## config.mk

```make
export PLATFORM = sky130hd
export DESIGN_NAME = rf_wb_ctrl
export DESIGN_NICKNAME = d
export VERILOG_FILES = /design/src/rtl/rf_wb_ctrl_pkg.sv /design/src/rtl/rf_wb_ctrl_rr_arb2.sv /design/src/rtl/rf_wb_ctrl.sv
export SDC_FILE = /design/constraint.sdc
export NUM_CORES = 1
export LEC_CHECK = 0
export ABC_AREA = 1
export BUFFER_PORTS_ARGS = -buffer_cell sky130_fd_sc_hd__buf_2
export CORE_MARGIN = 5
export CORE_UTILIZATION = 40
export CTS_BUF_LIST = sky130_fd_sc_hd__clkbuf_16
export DETAILED_ROUTE_END_ITERATION = 7
export GPL_ROUTABILITY_DRIVEN = 0
export PLACE_DENSITY = 0.7
export SETUP_SLACK_MARGIN = 0.4
export SLEW_MARGIN = 15
export SYNTH_ARGS = -nofsm -noshare
export SYNTH_HDL_FRONTEND = slang
export SYNTH_SLANG_ARGS = --single-unit
```

## constraint.sdc

```tcl
create_clock -name clk -period 3.4 [get_ports clk]
set_clock_uncertainty 0.1 [all_clocks]
set_input_delay 0.17 -clock clk [delete_from_list [all_inputs] [get_ports clk]]
set_output_delay 0.17 -clock clk [all_outputs]
set_load 0.005 [all_outputs]
```

## src/rtl/rf_wb_ctrl_pkg.sv

```systemverilog
// ---------------------------------------------------------------------------
// rf_wb_ctrl_pkg
// Sizes shared between the write-back controller and the 32x32 register file,
// plus the write-back source indices used by the arbiter grant vector.
// ---------------------------------------------------------------------------
`timescale 1ns/1ps
package rf_wb_ctrl_pkg;

  localparam int unsigned ADDR_WIDTH = 5;
  localparam int unsigned WORD_WIDTH = 32;
  localparam int unsigned REG_DEPTH  = 2 ** ADDR_WIDTH;

  // Bit positions in the request/grant vectors.
  localparam int unsigned SRC_ALU = 0;
  localparam int unsigned SRC_MEM = 1;

  // A register address that really names a register; x0 is hard-wired.
  function automatic logic is_real_reg(input logic [ADDR_WIDTH-1:0] addr);
    return (addr != {ADDR_WIDTH{1'b0}});
  endfunction

endpackage

```

## src/rtl/rf_wb_ctrl_rr_arb2.sv

```systemverilog
// ---------------------------------------------------------------------------
// rr_arb2
// Two-requester round-robin arbiter with a combinational grant.
//   clk, nrst : clock, asynchronous active-low reset
//   req[1:0]  : request per source
//   grant[1:0]: one-hot (or zero) grant, same cycle as req
// A lone requester is always granted. On contention the source that did not
// win the previous contended cycle wins; the pointer only moves on contention.
// ---------------------------------------------------------------------------
`timescale 1ns/1ps
module rr_arb2
  import rf_wb_ctrl_pkg::*;
(
  input  logic       clk,
  input  logic       nrst,
  input  logic [1:0] req,
  output logic [1:0] grant
);

  // ptr_r = 0 : source 0 wins the next contention, 1 : source 1 wins.
  logic ptr_r;
  logic [1:0] grant_s;
  logic both_s;

  assign both_s = req[SRC_ALU] & req[SRC_MEM];

  // Grant selection: single requester passes straight through.
  always_comb begin
    grant_s = 2'b00;
    if (both_s) begin
      if (ptr_r) begin
        grant_s[SRC_MEM] = 1'b1;
      end else begin
        grant_s[SRC_ALU] = 1'b1;
      end
    end else begin
      grant_s = req;
    end
  end

  // Pointer flips to the loser after every contended cycle.
  always_ff @(posedge clk or negedge nrst) begin
    if (!nrst) begin
      ptr_r <= 1'b0;
    end else if (both_s) begin
      ptr_r <= ~ptr_r;
    end else begin
      ptr_r <= ptr_r;
    end
  end

  assign grant = grant_s;

endmodule

```

## src/rtl/rf_wb_ctrl.sv

```systemverilog
// ---------------------------------------------------------------------------
// rf_wb_ctrl
// Write-back controller for the single write port of the 32x32 register file,
// with a pending-write scoreboard for the issue stage.
//   clk, nrst                      : clock, asynchronous active-low reset
//   wb0_* (ALU), wb1_* (load unit) : valid/ready write-back requests
//   rf_wr_en/addr/data             : registered RF write port drive
//   mark_en, mark_addr             : issue stage sets busy for a destination
//   q_addrA/B -> busyA/B           : combinational scoreboard lookups
//   busy_vec                       : registered scoreboard (bit 0 always 0)
// An accepted write is held one cycle in the output register and lands in
// the RF at the following edge; that same edge clears the busy bit.
// ---------------------------------------------------------------------------
`timescale 1ns/1ps
module rf_wb_ctrl
  import rf_wb_ctrl_pkg::*;
(
  input  logic                  clk,
  input  logic                  nrst,
  input  logic                  wb0_valid,
  input  logic [ADDR_WIDTH-1:0] wb0_addr,
  input  logic [WORD_WIDTH-1:0] wb0_data,
  output logic                  wb0_ready,
  input  logic                  wb1_valid,
  input  logic [ADDR_WIDTH-1:0] wb1_addr,
  input  logic [WORD_WIDTH-1:0] wb1_data,
  output logic                  wb1_ready,
  output logic                  rf_wr_en,
  output logic [ADDR_WIDTH-1:0] rf_wr_addr,
  output logic [WORD_WIDTH-1:0] rf_wr_data,
  input  logic                  mark_en,
  input  logic [ADDR_WIDTH-1:0] mark_addr,
  input  logic [ADDR_WIDTH-1:0] q_addrA,
  input  logic [ADDR_WIDTH-1:0] q_addrB,
  output logic                  busyA,
  output logic                  busyB,
  output logic [REG_DEPTH-1:0]  busy_vec
);

  logic [1:0]            req_s;
  logic [1:0]            grant_s;
  logic                  accept_s;
  logic [ADDR_WIDTH-1:0] sel_addr_s;
  logic [WORD_WIDTH-1:0] sel_data_s;
  logic [REG_DEPTH-1:0]  busy_nxt_s;

  logic                  rf_wr_en_r;
  logic [ADDR_WIDTH-1:0] rf_wr_addr_r;
  logic [WORD_WIDTH-1:0] rf_wr_data_r;
  logic [REG_DEPTH-1:0]  busy_vec_r;

  assign req_s[SRC_ALU] = wb0_valid;
  assign req_s[SRC_MEM] = wb1_valid;

  rr_arb2 u_arb (
    .clk   (clk),
    .nrst  (nrst),
    .req   (req_s),
    .grant (grant_s)
  );

  assign accept_s  = grant_s[SRC_ALU] | grant_s[SRC_MEM];
  assign wb0_ready = grant_s[SRC_ALU];
  assign wb1_ready = grant_s[SRC_MEM];

  // Route the winning source's address/data toward the output register.
  always_comb begin
    sel_addr_s = wb0_addr;
    sel_data_s = wb0_data;
    if (grant_s[SRC_MEM]) begin
      sel_addr_s = wb1_addr;
      sel_data_s = wb1_data;
    end else begin
      sel_addr_s = wb0_addr;
      sel_data_s = wb0_data;
    end
  end

  // Output register: x0 writes are accepted but never reach the RF.
  always_ff @(posedge clk or negedge nrst) begin
    if (!nrst) begin
      rf_wr_en_r   <= 1'b0;
      rf_wr_addr_r <= {ADDR_WIDTH{1'b0}};
      rf_wr_data_r <= {WORD_WIDTH{1'b0}};
    end else begin
      rf_wr_en_r <= accept_s & is_real_reg(sel_addr_s);
      if (accept_s) begin
        rf_wr_addr_r <= sel_addr_s;
        rf_wr_data_r <= sel_data_s;
      end else begin
        rf_wr_addr_r <= rf_wr_addr_r;
        rf_wr_data_r <= rf_wr_data_r;
      end
    end
  end

  // Scoreboard next state: clear on the actual RF write, then set on issue
  // so a new producer of the same register overrides the retiring one.
  always_comb begin
    busy_nxt_s = busy_vec_r;
    if (rf_wr_en_r) begin
      busy_nxt_s[rf_wr_addr_r] = 1'b0;
    end else begin
      busy_nxt_s = busy_nxt_s;
    end
    if (mark_en && is_real_reg(mark_addr)) begin
      busy_nxt_s[mark_addr] = 1'b1;
    end else begin
      busy_nxt_s = busy_nxt_s;
    end
    busy_nxt_s[0] = 1'b0;
  end

  // Scoreboard state.
  always_ff @(posedge clk or negedge nrst) begin
    if (!nrst) begin
      busy_vec_r <= {REG_DEPTH{1'b0}};
    end else begin
      busy_vec_r <= busy_nxt_s;
    end
  end

  assign rf_wr_en   = rf_wr_en_r;
  assign rf_wr_addr = rf_wr_addr_r;
  assign rf_wr_data = rf_wr_data_r;
  assign busy_vec   = busy_vec_r;
  // No bypass: a register retiring at this edge reads not-busy from here on.
  assign busyA      = busy_vec_r[q_addrA];
  assign busyB      = busy_vec_r[q_addrB];

endmodule

```

==> impl_results.md <==
* Top cells by area, synth: dfrtp_1, nand2_1, nand3_1, o21ai_0, inv_1
* Number of hold buffers added after cts at 64
* Setup repair bufs after CTS at 0
* Height of the die at roughly 110 microns
* DRC at 0
* Post-route ant nets at 0
* Final Hold Violating Endpoints at 0
* Routing usage on met2 at about two fifths
* CP Max Fanout at 24
* Total congestion overflow at 0
* Clock tree sinks at 70
* Primary FF master, synth: dfrtp_1
* Pin count of the biggest net entering global routing at 37
* Synth top cells by count: nand2_1, nand3_1, o21ai_0, dfrtp_1, inv_1
* Most numerous cell in the Yosys netlist: nand2_1
* Placed Area at between 4000 and 5000 sq um
* Max cap viols at 0
* Met1 Use GR at about 29%
* Share of the synthesized area in the top cell type at 48.0%
* Total number of vias at 4419
* Post-Syn Area per Cell at roughly 7.2 sq um
* WL per Instance at 15.6 microns
* EDFF count, synth at 0
* Post-CTS sizing at 0
* Initial antenna violation count at 0
* Required time of the critical path at 3.56 ns
* P&R area growth vs syn at 49.9%
* Die Width at between 100 and 150 microns
* Crit end category: flop
* Vias/cell at approximately 5.2
* GRT Overall Usage at between 20% and 30%
* Status: completed
* Area leader, netlist: dfrtp_1
* Crit path kind: flop to flop
* Initial DRC count at approximately 260
* Startpoint Class: flop
* Sequential-to-total area share from yosys stat at 48.0%
* Share of cells above drive strength 1 at 25.5%
* Max_slew headroom at roughly 37%
* Core area at ~8800 sq um
* Yosys warnings at 0
* Yosys cell types at 12
* Post-Syn Area at 3650 sq um
* Final hold slack at around 0.016 ns
* Tmin final at 2.44 ns
* Port Buffer Count at approximately 170
* LEAKAGE at about 0.0028 uW
* Vias in the first global route at ~4500
* Max VDD drop at ~0.28 mV
* Fillers at 719
* HPWL Detailed at 9310 microns
* Worst hold-check path type: input port to flop
* Grt peak-use layer: met2
* Die Area at about 11000 sq um
* Worst-path clk slew at approximately 0.05 ns
* Mapped Cells at a little over 500
* First-pass DRT Iterations at 4
* Starting Density at slightly above 40%
* Fin. max-slew vios at 0
* Power per standard cell area at just under 600 nW/um^2
* # nets final at 822
* Global routing usage on met3 at 5.32%
* CTS Buf Count at 9
* Cell Rows at 34
* Fin crit share at a little under three quarters
* FF+latch count, synth at 70
* RSZ-0062 raised after global routing: false
* Fin area at approximately 5500 sq um
* First-pass GRT wire length at around 22000 microns
* Root buf cell: clkbuf_16
* Setup_tns at 0 ns
* Setup-failing EPs final at 0
* Worst skew pair latency at around 0.32 ns
* Arrival @ worst endpoint at 2.61 ns
* Max H-tree Level at 3
* Clock tree from TritonCTS: built
* F_max at ~0.41 GHz
* Final wirelength at between 10000 and 15000 microns
* Post-synth net total at 598
* Post-synth ARST share at 100%
* Worst slew pin tran at ~0.95 ns
* Ports at between 150 and 200
* Longest Clk Path Bufs at 2
[flip-flops by register name (all words and copies together), names as in the netlist]
name,flops
busy_vec,31
rf_wr_addr,5
rf_wr_en,1
u_arb.ptr_r,1
rf_wr_data,32
[report_power, final]
part           leakage [uW]  switching [uW]  internal (uW)  total [uW]
sequential         0.000817             254           1060        1310
combinational       0.00187             475            448         923
clock              0.000149             352            636         988
[worst paths after layout]
| kind | to | cells past startpoint | slack (ns) | from |
|---|---|---|---|---|
| min in group asynchronous | rf_wr_data[2] | 2 | 0.34 | nrst |
| max in group asynchronous | busy_vec[18] | 3 | 1.90 | nrst |
| setup reg to reg | rf_wr_data[7] | 8 | 0.96 | u_arb.ptr_r |
| hold / removal | rf_wr_data[31] | 3 | 0.02 | wb0_data[31] |
| hold reg to reg | u_arb.ptr_r | 2 | 0.46 | u_arb.ptr_r |
| setup / recovery | rf_wr_data[7] | 8 | 0.96 | u_arb.ptr_r |
[stage by stage]
stage	instances	util, %	total power (uW)	setup WS (ns)
floorplan	504	-	1660	2.15
global route	841	62.2	3430	0.725
CTS	841	62.2	3210	1.02
detailed placement	761	51.3	2140	1.54
global placement	761	51.3	2100	1.63
finish	842	62.2	3220	0.957
[critical path, stage by stage, from the launching register on]
cell,delay [ns]
dfrtp_1,0.38
inv_1,0.05
nand3_1,0.08
nand2_1,0.18
inv_1,0.59
buf_4,0.30
nand2_1,0.08
nand3_1,0.07
dlygate4sd3_1,0.55
[cells in the final DEF (no fill, tap or decap)]
| master | Yosys | final |
|---|---|---|
| buf_2 | 12 | 166 |
| buf_4 | 3 | 3 |
| bufinv_16 | 0 | 2 |
| clkbuf_16 | 0 | 9 |
| clkinv_1 | 0 | 1 |
| clkinv_2 | 0 | 2 |
| clkinvlp_4 | 0 | 2 |
| conb_1 | 1 | 1 |
| dfrtp_1 | 70 | 70 |
| diode_2 | 0 | 1 |
| dlygate4sd3_1 | 0 | 64 |
| inv_1 | 31 | 31 |
| inv_2 | 2 | 2 |
| nand2_1 | 197 | 197 |
| nand3_1 | 106 | 106 |
| nor2_1 | 5 | 4 |
| nor2_2 | 0 | 1 |
| o21ai_0 | 72 | 72 |
[layout make-up]
cell class	instances	area (sq um)	share of cell area [%]
tap	108	135	2.47
clock buffer	9	225	4.11
inverter	33	124	2.26
multi-input combinational	381	1660	30.2
sequential	70	1750	32.0
clock inverter	7	88.8	1.62
timing repair buffer	233	1490	27.3
antenna	1	2.50	0.0457
[layer usage]
metal | wire [microns] | part of all wire (%)
met1 | 5130 | 39
met2 | 6370 | 48
met3 | 1250 | 9.5
met4 | 398 | 3.0
met5 | 0 | 0
[cells by family after synthesis]
family / count (synthesis) / share of synthesized area (%)
other: 1 / 0.103
DFF: 70 / 48.0
buffers and inverters: 53 / 6.78
and+or+nand+nor: 308 / 35.3
AOI/OAI and AO/OA: 72 / 9.87
Note: power is estimated with default switching activity, not from simulation.
